==> src/rtl/bsg_mcl_rcv_slot_scheduler_if.sv <==
// rtl/bsg_mcl_rcv_slot_scheduler_if.sv - slot-side and drain-side signals of the receive slot scheduler
interface bsg_mcl_rcv_slot_scheduler_if #(
  parameter int num_slots_p = 4,
  parameter int width_p     = 32,
  parameter int cnt_width_p = 16
);
  localparam int sid_w = (num_slots_p > 1) ? $clog2(num_slots_p) : 1;

  logic [num_slots_p-1:0]             en_mask_i;
  logic [num_slots_p-1:0]             v_i;
  logic [num_slots_p*width_p-1:0]     data_i;
  logic [num_slots_p-1:0]             yumi_o;
  logic                               v_o;
  logic [width_p-1:0]                 data_o;
  logic [sid_w-1:0]                   slot_id_o;
  logic                               last_o;
  logic                               ready_i;
  logic                               busy_o;
  logic [num_slots_p*cnt_width_p-1:0] pkt_cnt_o;

  modport master (
    output en_mask_i, v_i, data_i, ready_i,
    input  yumi_o, v_o, data_o, slot_id_o, last_o, busy_o, pkt_cnt_o
  );

  modport slave (
    input  en_mask_i, v_i, data_i, ready_i,
    output yumi_o, v_o, data_o, slot_id_o, last_o, busy_o, pkt_cnt_o
  );
endinterface

==> src/rtl/bsg_mcl_rcv_slot_scheduler.sv <==
// rtl/bsg_mcl_rcv_slot_scheduler.sv - packet-locked round-robin drain of receive slots
module bsg_mcl_rcv_slot_scheduler #(
  parameter int num_slots_p = 4,
  parameter int width_p     = 32,
  parameter int beats_p     = 4,
  parameter int cnt_width_p = 16
) (
  input logic                        clk_i,
  input logic                        reset_n_i,
  bsg_mcl_rcv_slot_scheduler_if.slave bus
);
  localparam int sid_w = (num_slots_p > 1) ? $clog2(num_slots_p) : 1;
  localparam int bc_w  = (beats_p > 1) ? $clog2(beats_p) : 1;

  typedef enum logic {IDLE, LOCK} state_e;

  state_e                 state_r, state_n;
  logic [sid_w-1:0]       rr_ptr_r, rr_ptr_n;
  logic [sid_w-1:0]       grant_r, grant_n;
  logic [bc_w-1:0]        beat_cnt_r, beat_cnt_n;
  logic [cnt_width_p-1:0] cnt_r [num_slots_p];

  logic [num_slots_p-1:0] req;
  logic [sid_w-1:0]       pick;
  logic [sid_w-1:0]       sel;
  logic                   v;
  logic                   last;
  logic                   busy;
  logic                   done;
  logic [num_slots_p-1:0] yumi;

  function automatic logic [sid_w-1:0] wrap_inc(input logic [sid_w-1:0] x);
    return (int'(x) == num_slots_p - 1) ? '0 : x + 1'b1;
  endfunction

  assign req = bus.v_i & bus.en_mask_i;

  // First requester at or after rr_ptr_r, wrapping; slot 0 when nobody requests.
  always_comb begin
    int idx;
    logic found;
    pick  = '0;
    found = 1'b0;
    for (int i = 0; i < num_slots_p; i++) begin
      idx = int'(rr_ptr_r) + i;
      if (idx >= num_slots_p) idx = idx - num_slots_p;
      if (!found && req[idx]) begin
        found = 1'b1;
        pick  = sid_w'(idx);
      end
    end
  end

  always_comb begin
    state_n    = state_r;
    rr_ptr_n   = rr_ptr_r;
    grant_n    = grant_r;
    beat_cnt_n = beat_cnt_r;
    sel        = '0;
    v          = 1'b0;
    last       = 1'b0;
    busy       = 1'b0;
    done       = 1'b0;
    yumi       = '0;
    if (reset_n_i) begin
      case (state_r)
        IDLE: begin
          sel  = pick;
          v    = |req;
          last = (beats_p == 1);
          if (v && bus.ready_i) begin
            yumi[pick] = 1'b1;
            if (beats_p == 1) begin
              done     = 1'b1;
              rr_ptr_n = wrap_inc(pick);
            end else begin
              grant_n    = pick;
              beat_cnt_n = bc_w'(1);
              state_n    = LOCK;
            end
          end
        end
        LOCK: begin
          // Grant held for the whole packet: mask and other slots are ignored here.
          sel  = grant_r;
          v    = bus.v_i[grant_r];
          busy = 1'b1;
          last = (beat_cnt_r == bc_w'(beats_p - 1));
          if (v && bus.ready_i) begin
            yumi[grant_r] = 1'b1;
            beat_cnt_n    = beat_cnt_r + 1'b1;
            if (last) begin
              done       = 1'b1;
              rr_ptr_n   = wrap_inc(grant_r);
              beat_cnt_n = '0;
              state_n    = IDLE;
            end
          end
        end
        default: state_n = IDLE;
      endcase
    end
  end

  always_ff @(posedge clk_i or negedge reset_n_i) begin
    if (!reset_n_i) begin
      state_r    <= IDLE;
      rr_ptr_r   <= '0;
      grant_r    <= '0;
      beat_cnt_r <= '0;
      for (int i = 0; i < num_slots_p; i++) cnt_r[i] <= '0;
    end else begin
      state_r    <= state_n;
      rr_ptr_r   <= rr_ptr_n;
      grant_r    <= grant_n;
      beat_cnt_r <= beat_cnt_n;
      if (done) cnt_r[sel] <= cnt_r[sel] + 1'b1;
    end
  end

  assign bus.yumi_o    = yumi;
  assign bus.v_o       = v;
  assign bus.last_o    = last;
  assign bus.busy_o    = busy;
  assign bus.slot_id_o = sel;
  assign bus.data_o    = reset_n_i ? bus.data_i[int'(sel)*width_p +: width_p] : '0;

  always_comb begin
    for (int i = 0; i < num_slots_p; i++) bus.pkt_cnt_o[i*cnt_width_p +: cnt_width_p] = cnt_r[i];
  end
endmodule

==> src/flat_wrapper.sv <==
// flat-port wrapper written by rule: the top's interface ports become plain ports
module bsg_mcl_rcv_slot_scheduler_flat 
#(
  parameter int num_slots_p = 4,
  parameter int width_p     = 32,
  parameter int beats_p     = 4,
  parameter int cnt_width_p = 16
)
  (clk_i, reset_n_i, bus_en_mask_i, bus_v_i, bus_data_i, bus_ready_i, bus_yumi_o, bus_v_o, bus_data_o, bus_slot_id_o, bus_last_o, bus_busy_o, bus_pkt_cnt_o);
  bsg_mcl_rcv_slot_scheduler_if #(.num_slots_p(num_slots_p), .width_p(width_p), .cnt_width_p(cnt_width_p)) bus_i ();
  input logic clk_i;
  input logic reset_n_i;
  input wire logic [$bits(bus_i.en_mask_i)-1:0] bus_en_mask_i;
  input wire logic [$bits(bus_i.v_i)-1:0] bus_v_i;
  input wire logic [$bits(bus_i.data_i)-1:0] bus_data_i;
  input wire logic [$bits(bus_i.ready_i)-1:0] bus_ready_i;
  output wire logic [$bits(bus_i.yumi_o)-1:0] bus_yumi_o;
  output wire logic [$bits(bus_i.v_o)-1:0] bus_v_o;
  output wire logic [$bits(bus_i.data_o)-1:0] bus_data_o;
  output wire logic [$bits(bus_i.slot_id_o)-1:0] bus_slot_id_o;
  output wire logic [$bits(bus_i.last_o)-1:0] bus_last_o;
  output wire logic [$bits(bus_i.busy_o)-1:0] bus_busy_o;
  output wire logic [$bits(bus_i.pkt_cnt_o)-1:0] bus_pkt_cnt_o;
  assign bus_i.en_mask_i = bus_en_mask_i;
  assign bus_i.v_i = bus_v_i;
  assign bus_i.data_i = bus_data_i;
  assign bus_i.ready_i = bus_ready_i;
  assign bus_yumi_o = bus_i.yumi_o;
  assign bus_v_o = bus_i.v_o;
  assign bus_data_o = bus_i.data_o;
  assign bus_slot_id_o = bus_i.slot_id_o;
  assign bus_last_o = bus_i.last_o;
  assign bus_busy_o = bus_i.busy_o;
  assign bus_pkt_cnt_o = bus_i.pkt_cnt_o;
  bsg_mcl_rcv_slot_scheduler #(.num_slots_p(num_slots_p), .width_p(width_p), .beats_p(beats_p), .cnt_width_p(cnt_width_p)) u_core (.clk_i(clk_i), .reset_n_i(reset_n_i), .bus(bus_i));
endmodule
==> config.mk <==
export PLATFORM = sky130hd
export DESIGN_NAME = bsg_mcl_rcv_slot_scheduler_flat
export DESIGN_NICKNAME = d
export VERILOG_FILES = /design/src/rtl/bsg_mcl_rcv_slot_scheduler_if.sv /design/src/rtl/bsg_mcl_rcv_slot_scheduler.sv /design/src/flat_wrapper.sv
export SDC_FILE = /design/constraint.sdc
export NUM_CORES = 1
export LEC_CHECK = 0
export ABC_AREA = 0
export CAP_MARGIN = 25
export CORE_MARGIN = 3
export CORE_UTILIZATION = 45
export DETAILED_ROUTE_END_ITERATION = 10
export DONT_BUFFER_PORTS = 1
export PLACE_DENSITY = 0.61
export SYNTH_ARGS = -nofsm -noshare
export SYNTH_HDL_FRONTEND = slang
export SYNTH_SLANG_ARGS = --single-unit
==> constraint.sdc <==
create_clock -name clk_i -period 5.4 [get_ports clk_i]
set_input_delay 1.08 -clock clk_i [delete_from_list [all_inputs] [get_ports clk_i]]
set_output_delay 1.08 -clock clk_i [all_outputs]
set_load 0.01 [all_outputs]
==> metrics.txt <==
fin nets 761; root buf cell clkbuf_8; global-route wire length before repair 24.3 mm; VDD IR-drop max 167 uV; met3 WL post-DR 1.16 mm; Leak 0.00231 uW; H-tree Lvls 3; crit path time final 4.26 ns; Finished Layout Cells 754; GRT overflow 0; top_reg_cell synth dfrtp_1; Post-synth ARST share 1.00; worst reg2reg setup slack 1.47 ns; Clock Skews 0.00652 ns; slowest CP cell nor2_8; Pre-antenna DRT Iters 5; Metal-1 WL 5.79 mm; R2R depth 13; die footprint 12400 um^2; Tcrit/Tclk final 0.789; First DRT Iteration DRCs 328; relative slew slack 0.356; FMAX 235 MHz; crit path cell chain and2_1 > a32o_1 > o21a_4 > nor2_8 > inv_8 > nand2_1 > nand3_1 > and3_1; # hold bufs at CTS 0; status complete, no violations; CP Class in2out; worst hold slack 0.426 ns; DIE WIDTH 111 um; final worst setup slack 1.14 ns; Netlist cell types 56; PD cells 363 nW/um^2; Syn. warnings 0; CTS tree done; EDFF count, synth 0; # IOs 244; initial antenna violation count 0; final setup violation count 0; core footprint 10600 um^2; cts bufs inserted 9; vias in the first global route 4349; RSZ-0062 raised after global routing no; Syn Nets 791; clk_lat worst skew 0.35 ns; Critical Path End Type output port; Worst Hold Class in2async; Clock transition at path regs 0.07 ns; WP buf/inv 1; DR top layer met4; CTS max path bufs 2; Starting Density 0.474; DR vias/cell 6.04; Arr. time, crit path 3.18 ns; postcts setup bufs 0; largest fanout on the critical path 88; Syn Area/Cell 7.75 um^2; via count 4553; die height 111 um; Syn Inst Count 646; WL met2 7.91 mm; setup TNS 0 ns; synthesis-to-layout area growth 3.15%; final slew viol count 0; DP HPWL 11.3 mm; layout cells sized above 1 0.0890; instance count on the critical path 8; Yosys reg bits 71; GRT Total Usage 0.242; CTS Sinks 71; Post-Place Setup Slack 0.905 ns; Worst Setup Start Kind input port; PortBufs 0; ANT cells 0; antenna-violating nets left 0; WL/cell 20.4 um; Worst Tran Pin Value 0.966 ns; post_cts resized 0; largest net degree at the start of global routing 110; Crit path required time 4.32 ns; Seq/Total Area, Yosys 0.355; delay-heaviest family, CP simple AND/OR/NAND/NOR gates; max_cap viols 0; commonest non-fill, non-tap cells in the layout 216 x nand2_1, 74 x nand3_1, 71 x dfrtp_1, 35 x and3_1, 25 x nor2_1; Residual DRC 0; Crit path largest cell delay 0.44 ns; gpl congestion 0.905; placed insts 741; commonest non-fill, non-tap cell in the layout nand2_1; final hold vios 0; routed wire length 15.4 mm; mapped cell area 5000 um^2; row cnt 37
==> cell usage after synthesis, drive strengths merged, types with 3 or more instances <==
cell    count  area share
and3b       3      0.0053
nor2       26       0.023
nand2     216        0.16
buf        16       0.018
a21oi      16       0.017
nor4        7       0.015
mux2       10       0.023
nand2b      5      0.0063
nand4       4      0.0092
mux2i      12       0.027
a41oi       3      0.0053
xnor2      15       0.026
mux4        6       0.027
inv         5      0.0058
ha          6       0.015
nand3      74       0.074
and2        5      0.0070
dfrtp      71        0.35
clkbuf     29       0.022
xor2        8       0.014
o31ai       4      0.0060
nor3        3      0.0030
o21ai      42       0.042
or3         4      0.0050
and3       35       0.044
==> area by class of cell <==
class | count | area [um^2]
Tap cell | 136 | 170
Fill cell | 1036 | 5390
Clock buffer | 11 | 141
Clock inverter | 2 | 10.0
Multi-Input combinational cell | 525 | 3010
Timing Repair Buffer | 4 | 30.0
Sequential cell | 71 | 1780
Inverter | 5 | 28.8
==> worst reg2reg max path, stage by stage (launching register included) <==
cell and delay (ns):
dfrtp_1 0.46, nand3b_4 0.20, a2111oi_4 0.36, and2_4 0.24
nor2_8 0.12, inv_8 0.44, nand2_1 0.11, and3_1 0.19
a31oi_1 0.36, ha_1 0.29, nand4_1 0.30, nor4_2 0.46
nand2_1 0.12, xnor2_1 0.16
==> final timing paths <==
kind,from,to
min,reset_n_i,u_core.bus.pkt_cnt_o[13]
max reg2reg,u_core.rr_ptr_r[1],u_core.bus.pkt_cnt_o[58]
max in group asynchronous,reset_n_i,u_core.bus.pkt_cnt_o[23]
min reg2reg,u_core.beat_cnt_r[1],u_core.beat_cnt_r[1]
min in group clk_i,u_core.beat_cnt_r[1],u_core.beat_cnt_r[1]
max,bus_v_i[3],bus_data_o[31]
==> flip-flops by register name (all words and copies together), names as in the netlist <==
name / flops
u_core.state_r: 1
u_core.bus.pkt_cnt_o: 64
u_core.grant_r: 2
u_core.beat_cnt_r: 2
u_core.rr_ptr_r: 2
==> power breakdown <==
group          internal, uW  total (uW)  switching [uW]
sequential              588         691             103
combinational           280         827             547
clock                   170         356             186
==> layer usage <==
layer,up-vias,GRT usage
met5,-,0
met4,0,0.101
met3,33,0.0641
met2,213,0.425
met1,2157,0.280
li1,2150,-
==> per-stage QoR <==
step / power, uW / utilization / instance area (um^2)
2_1_floorplan: 1370 / - / 5000
3_3_place_gp: 1510 / 0.475 / 5010
4_1_cts: 1890 / 0.489 / 5160
5_1_grt: 2010 / 0.489 / 5160
6_report: 1870 / 0.489 / 5160
3_5_place_dp: 1530 / 0.475 / 5010
==> cell families (layout without fill, tap and decap cells) <==
| family | Yosys count | count (layout) | share of synthesized area |
|---|---|---|---|
| adder cells (fa/ha/maj) | 6 | 6 | 0.0150 |
| buffers and inverters | 50 | 22 | 0.0458 |
| AND/OR/NAND/NOR | 387 | 387 | 0.366 |
| AO/OA/AOI/OAI | 81 | 81 | 0.102 |
| XOR/XNOR | 23 | 23 | 0.0403 |
| multiplexers | 28 | 28 | 0.0760 |
| flip-flops | 71 | 71 | 0.355 |
Power figures use the tool's default switching activity.
